`src/rtl/miller_tx_arbiter.sv`:
```
// Round-robin packet arbiter feeding the shared Miller bit encoder.
// Grants whole packets, optionally prefixes a sync byte and serializes bytes MSB-first.
module miller_tx_arbiter #(
    parameter int         NUM_REQ    = 4,
    parameter bit         SYNC_EN    = 1'b1,
    parameter logic [7:0] SYNC_WORD  = 8'hA5,
    parameter int         GAP_CYCLES = 16
) (
    input  logic                   clk,
    input  logic                   rst_n,
    input  logic [NUM_REQ-1:0]     req_valid,
    input  logic [8*NUM_REQ-1:0]   req_data,
    input  logic [NUM_REQ-1:0]     req_last,
    output logic [NUM_REQ-1:0]     req_ready,
    output logic [NUM_REQ-1:0]     grant,
    output logic                   bit_out,
    output logic                   bit_out_valid,
    input  logic                   bit_out_tready,
    output logic                   busy,
    output logic                   underrun
);

    // state | meaning
    // IDLE  | no owner, arbitrate among req_valid
    // SYNC  | shifting out the sync byte
    // LOAD  | waiting for the owner's next byte, encoder idle
    // DATA  | shifting out an owner byte
    // GAP   | inter-packet idle time before re-arbitration
    typedef enum logic [2:0] {
        ST_IDLE,
        ST_SYNC,
        ST_LOAD,
        ST_DATA,
        ST_GAP
    } state_t;

    localparam int             IW     = (NUM_REQ > 1) ? $clog2(NUM_REQ) : 1;
    localparam logic [IW:0]    NREQ_W = (IW+1)'(NUM_REQ);

    state_t               r_state;
    logic [NUM_REQ-1:0]   r_grant;
    logic [IW-1:0]        r_gidx;
    logic [IW-1:0]        r_ptr;
    logic [7:0]           r_shreg;
    logic [2:0]           r_cnt;
    logic                 r_last;
    logic [15:0]          r_gap_cnt;
    logic                 r_underrun;

    logic                 w_win_found;
    logic [IW-1:0]        w_win_idx;
    logic [NUM_REQ-1:0]   w_win_onehot;
    logic                 w_sel_valid;
    logic                 w_sel_last;
    logic [7:0]           w_sel_data;
    logic                 w_final;
    logic                 w_ready_en;
    logic [7:0]           w_shift;

    // Scan downward so the nearest requester after r_ptr is the last one written.
    always_comb begin
        logic [IW:0] v_idx;
        w_win_found = 1'b0;
        w_win_idx   = '0;
        v_idx       = '0;
        for (int k = NUM_REQ; k >= 1; k--) begin
            v_idx = {1'b0, r_ptr} + (IW+1)'(k);
            if (v_idx >= NREQ_W) begin
                v_idx = v_idx - NREQ_W;
            end
            if (req_valid[v_idx[IW-1:0]]) begin
                w_win_found = 1'b1;
                w_win_idx   = v_idx[IW-1:0];
            end
        end
    end

    always_comb begin
        w_win_onehot = '0;
        w_sel_valid  = 1'b0;
        w_sel_last   = 1'b0;
        w_sel_data   = '0;
        for (int i = 0; i < NUM_REQ; i++) begin
            w_win_onehot[i] = (w_win_idx == IW'(i));
            if (r_gidx == IW'(i)) begin
                w_sel_valid = req_valid[i];
                w_sel_last  = req_last[i];
                w_sel_data  = req_data[8*i +: 8];
            end
        end
    end

    assign w_final    = bit_out_tready && (r_cnt == 3'd7);
    assign w_shift    = {r_shreg[6:0], 1'b0};
    assign w_ready_en = (r_state == ST_LOAD)
                      || ((r_state == ST_SYNC) && w_final)
                      || ((r_state == ST_DATA) && w_final && !r_last);

    always_ff @(posedge clk or negedge rst_n) begin
        if (!rst_n) begin
            r_state    <= ST_IDLE;
            r_grant    <= '0;
            r_gidx     <= '0;
            r_ptr      <= IW'(NUM_REQ - 1);
            r_shreg    <= '0;
            r_cnt      <= '0;
            r_last     <= 1'b0;
            r_gap_cnt  <= '0;
            r_underrun <= 1'b0;
        end else begin
            r_underrun <= 1'b0;
            unique case (r_state)
                ST_IDLE: begin
                    if (w_win_found) begin
                        r_grant <= w_win_onehot;
                        r_gidx  <= w_win_idx;
                        r_cnt   <= '0;
                        if (SYNC_EN) begin
                            r_shreg <= SYNC_WORD;
                            r_state <= ST_SYNC;
                        end else begin
                            r_state <= ST_LOAD;
                        end
                    end
                end
                ST_SYNC: begin
                    if (bit_out_tready) begin
                        r_cnt   <= r_cnt + 3'd1;
                        r_shreg <= w_shift;
                        if (r_cnt == 3'd7) begin
                            if (w_sel_valid) begin
                                r_shreg <= w_sel_data;
                                r_last  <= w_sel_last;
                                r_state <= ST_DATA;
                            end else begin
                                r_state <= ST_LOAD;
                            end
                        end
                    end
                end
                ST_LOAD: begin
                    if (w_sel_valid) begin
                        r_shreg <= w_sel_data;
                        r_last  <= w_sel_last;
                        r_cnt   <= '0;
                        r_state <= ST_DATA;
                    end
                end
                ST_DATA: begin
                    if (bit_out_tready) begin
                        r_cnt   <= r_cnt + 3'd1;
                        r_shreg <= w_shift;
                        if (r_cnt == 3'd7) begin
                            if (r_last) begin
                                r_grant <= '0;
                                r_ptr   <= r_gidx;
                                if (GAP_CYCLES == 0) begin
                                    r_state <= ST_IDLE;
                                end else begin
                                    r_gap_cnt <= 16'(GAP_CYCLES - 1);
                                    r_state   <= ST_GAP;
                                end
                            end else if (w_sel_valid) begin
                                r_shreg <= w_sel_data;
                                r_last  <= w_sel_last;
                            end else begin
                                r_underrun <= 1'b1;
                                r_state    <= ST_LOAD;
                            end
                        end
                    end
                end
                ST_GAP: begin
                    if (r_gap_cnt == 16'd0) begin
                        r_state <= ST_IDLE;
                    end else begin
                        r_gap_cnt <= r_gap_cnt - 16'd1;
                    end
                end
                default: r_state <= ST_IDLE;
            endcase
        end
    end

    assign req_ready     = r_grant & {NUM_REQ{w_ready_en}};
    assign grant         = r_grant;
    assign bit_out       = r_shreg[7];
    assign bit_out_valid = (r_state == ST_SYNC) || (r_state == ST_DATA);
    assign busy          = (r_state != ST_IDLE);
    assign underrun      = r_underrun;

endmodule
```
`config.mk`:
```
export PLATFORM = sky130hd
export DESIGN_NAME = miller_tx_arbiter
export DESIGN_NICKNAME = d
export VERILOG_FILES = /design/src/rtl/miller_tx_arbiter.sv
export SDC_FILE = /design/constraint.sdc
export NUM_CORES = 1
export LEC_CHECK = 0
export ABC_AREA = 1
export CORE_MARGIN = 2
export CORE_UTILIZATION = 40
export DETAILED_ROUTE_END_ITERATION = 10
export GPL_TIMING_DRIVEN = 0
export PLACE_DENSITY = 0.74
export SLEW_MARGIN = 20
export SYNTH_ARGS = -nofsm -noshare
export SYNTH_HDL_FRONTEND = slang
export SYNTH_SLANG_ARGS = --single-unit
```
`constraint.sdc`:
```
create_clock -name clk -period 2.7 [get_ports clk]
set_input_delay 0.54 -clock clk [delete_from_list [all_inputs] [get_ports clk]]
set_output_delay 0.54 -clock clk [all_outputs]
set_load 0.05 [all_outputs]
```
==> flow_summary.ini <==
[status]
outcome = complete, no violations

[timing]
finalSetupViolations = 0
tightest_slew_ns = 0.685
slew_headroom_pct = 54.1
slew_violations = 0
min_period_ns = 2.58
skew_ns = 0.0115
max_freq_mhz = 388
rsz0062_at_grt = yes
fin_crit_sh_pct = 95.5
hold_viol_final = 0
fin_setup_tns_ns = 0

[die]
dieArea_um2 = 8490
dieWidth_um = 92.1
ios = 55
rows = 32
core_um2 = 7610
initial_utilization_pct = 40.9
die_h_um = 92.1

[yosys]
syn_avg_cell_area_um2 = 6.45
synthArstFlopShare_pct = 100
yosysTopAreaCell = dfrtp_1
synth_top_area_share_pct = 30.6
yosysSeqAreaShare_pct = 32.3
ys_seq_elements = 40
syn_nets = 529
synthTopCellsByArea = dfrtp_1 31%, nand2_1 19%, o21ai_0 8.1%
synthCells = 482
synth_ff_type = dfrtp_1
synth_edf_count = 0
yosysMostFrequentCell = nand2_1
yosysWarningCount = 0
synth_cell_types = 37
synth_area_um2 = 3110
ys_top_cells_by_count = 159 x nand2_1, 50 x o21ai_0, 48 x inv_1, 48 x nor2_1, 47 x nand3_1

[setup_path]
path_class = register to primary output
critical_path.max_fanout = 9
cp_slowest_stage_delay_ns = 0.41
required_ns = 2.16
crit_arrival_ns = 2.04
endpoint_kind = primary output
crit_slowest_cell = dfrtp_1
path_cells = inv_2, nand2_2, nor2_2, inv_1, nand2_1, nand2_1, inv_1, clkdlybuf4s15_2
r2r_slack_ns = 0.60
startpoint_type = register

[placement]
port_buffers = 54
place.gp.congestion = 0.888
hpwl_um = 6470

[clocking]
postCtsHoldBufs = 0
cts_sinks = 40
insertion_delay_ns = 0.29
cts.clk_slew.worst_paths_ns = 0.08
cts_tree = done
cts.path.max_buffers = 2
cts_root_buf = clkbuf_8
cts_max_level = 2
numCtsBuffers = 5

[detailed_routing]
dr.pass1.iters = 4
wl_per_cell_um = 13.0
drc_errors = 0
drtIter0Drc = 141
viasPerCell = 5.05
antenna_left = 0
vias = 3278
routed_wl_um = 8440

[power_and_ir_drop]
p_leak_nw = 1.84
switchingPower_mw = 1.75
seq_power_share_pct = 26.3
p_clk_share_pct = 13.8
switching_share_pct = 49.6
power_frac_comb_pct = 60.0
cellInternalPower_mw = 1.78
power_density_nw_per_um2 = 899
vdd_drop_max_mv = 0.339
finalPower_mw = 3.53

[cells_and_area]
fillCellCount = 759
drive_gt1_share_pct = 11.2
nets = 593
syn_to_final_growth_pct = 26.2
insertedDiodeCount = 0
finalCoreUtilization_pct = 51.5
multi_input_area_um2 = 1830
regArea_um2 = 1000

[global_route]
grt.overflow.total = 0
grt_use_total_pct = 20.7
antenna_found_initial = 0
grt_pass1_vias = 3207
grt_max_degree = 28
grt_pass1_wl_um = 14400

[hold_path]
min_path_type = input port to async pin

[run]
maxCapViolCount = 0
[critical path, delay by kind of cell (launching register included)]
kind | cells | cell delay [ns]
simple gates | 4 | 0.72
buf+inv | 4 | 0.62
flops | 1 | 0.41
[final timing paths]
check,endpoint,cells after the start,start
min reg2reg,r_cnt[1],2,r_cnt[1]
min,r_gap_cnt[4],1,rst_n
max in group asynchronous,r_ptr[0],2,rst_n
min in group clk,r_cnt[1],2,r_cnt[1]
max,req_ready[3],8,r_state[2]
max reg2reg,r_shreg[6],11,r_cnt[0]
[area by class of cell]
type | count | share of cell area, %
clock buffer | 6 | 1.85
inverter | 54 | 5.23
sequential | 40 | 25.6
clock inverter | 2 | 0.893
timing repair buffer | 57 | 14.5
buffer | 12 | 2.11
tap | 102 | 3.25
multi-input combinational | 376 | 46.6
[cells in the final DEF (no fill, tap or decap), drive strengths merged, types with 5 or more instances in the layout]
cell and count:
clkbuf 8, o21ai 51, xor2 5, nor2 55, a21oi 11, nand3 50, inv 54, buf 15
dfrtp 38, nand2 166, or2 8, nand4 5, clkdlybuf4s50 49, o31ai 5
[cells by family after synthesis]
group | count (synthesis) | synth area share (%)
xor+xnor | 9 | 2.54
simple gates | 292 | 42.1
compound gates | 71 | 12.3
fa+ha+maj | 4 | 1.61
flops | 40 | 32.3
buf+inv | 66 | 9.18
[power by group through the flow]
| stage | registers (mW) | clock network, mW | logic [mW] |
|---|---|---|---|
| after floorplan | 1.02 | 0 | 1.40 |
| after global placement | 0.927 | 0 | 2.02 |
| after detailed placement | 0.936 | 0 | 2.07 |
| after CTS | 0.923 | 0.502 | 2.11 |
| after global routing | 0.948 | 0.526 | 2.38 |
| final | 0.927 | 0.485 | 2.11 |
[registers in the layout (all words and copies together) (netlist names)]
signal,flops
underrun,1
r_last,1
r_gap_cnt,16
r_gidx,2
r_cnt,3
r_state,3
r_ptr,2
r_shreg,8
grant,4
[metrics by stage]
| stage | instances | setup WS (ns) | hold slack [ns] | area [µm²] |
|---|---|---|---|---|
| after floorplan | 482 | 0.186 | 0.244 | 3110 |
| after global placement | 638 | -0.245 | 0.475 | 3780 |
| after detailed placement | 639 | -0.269 | 0.476 | 3790 |
| after CTS | 649 | 0.0359 | 0.151 | 3920 |
| after global routing | 649 | -0.000176 | 0.163 | 3920 |
| final | 649 | 0.123 | 0.146 | 3920 |
[per-layer routing]
layer	vias up	global-route usage, %	part of all wire, %
li1	1672	-	-
met1	1464	24.1	43
met2	125	37.8	49
met3	17	4.19	6.4
met4	0	6.59	2.2
met5	-	0	0
[timing repair]
action                                  CTS  global route
pin swaps                                 1             0
endpoints found under the setup margin    4             3
resized for setup                        17             1
setup buffers                             2             0
(Power assumes the default switching activity.)
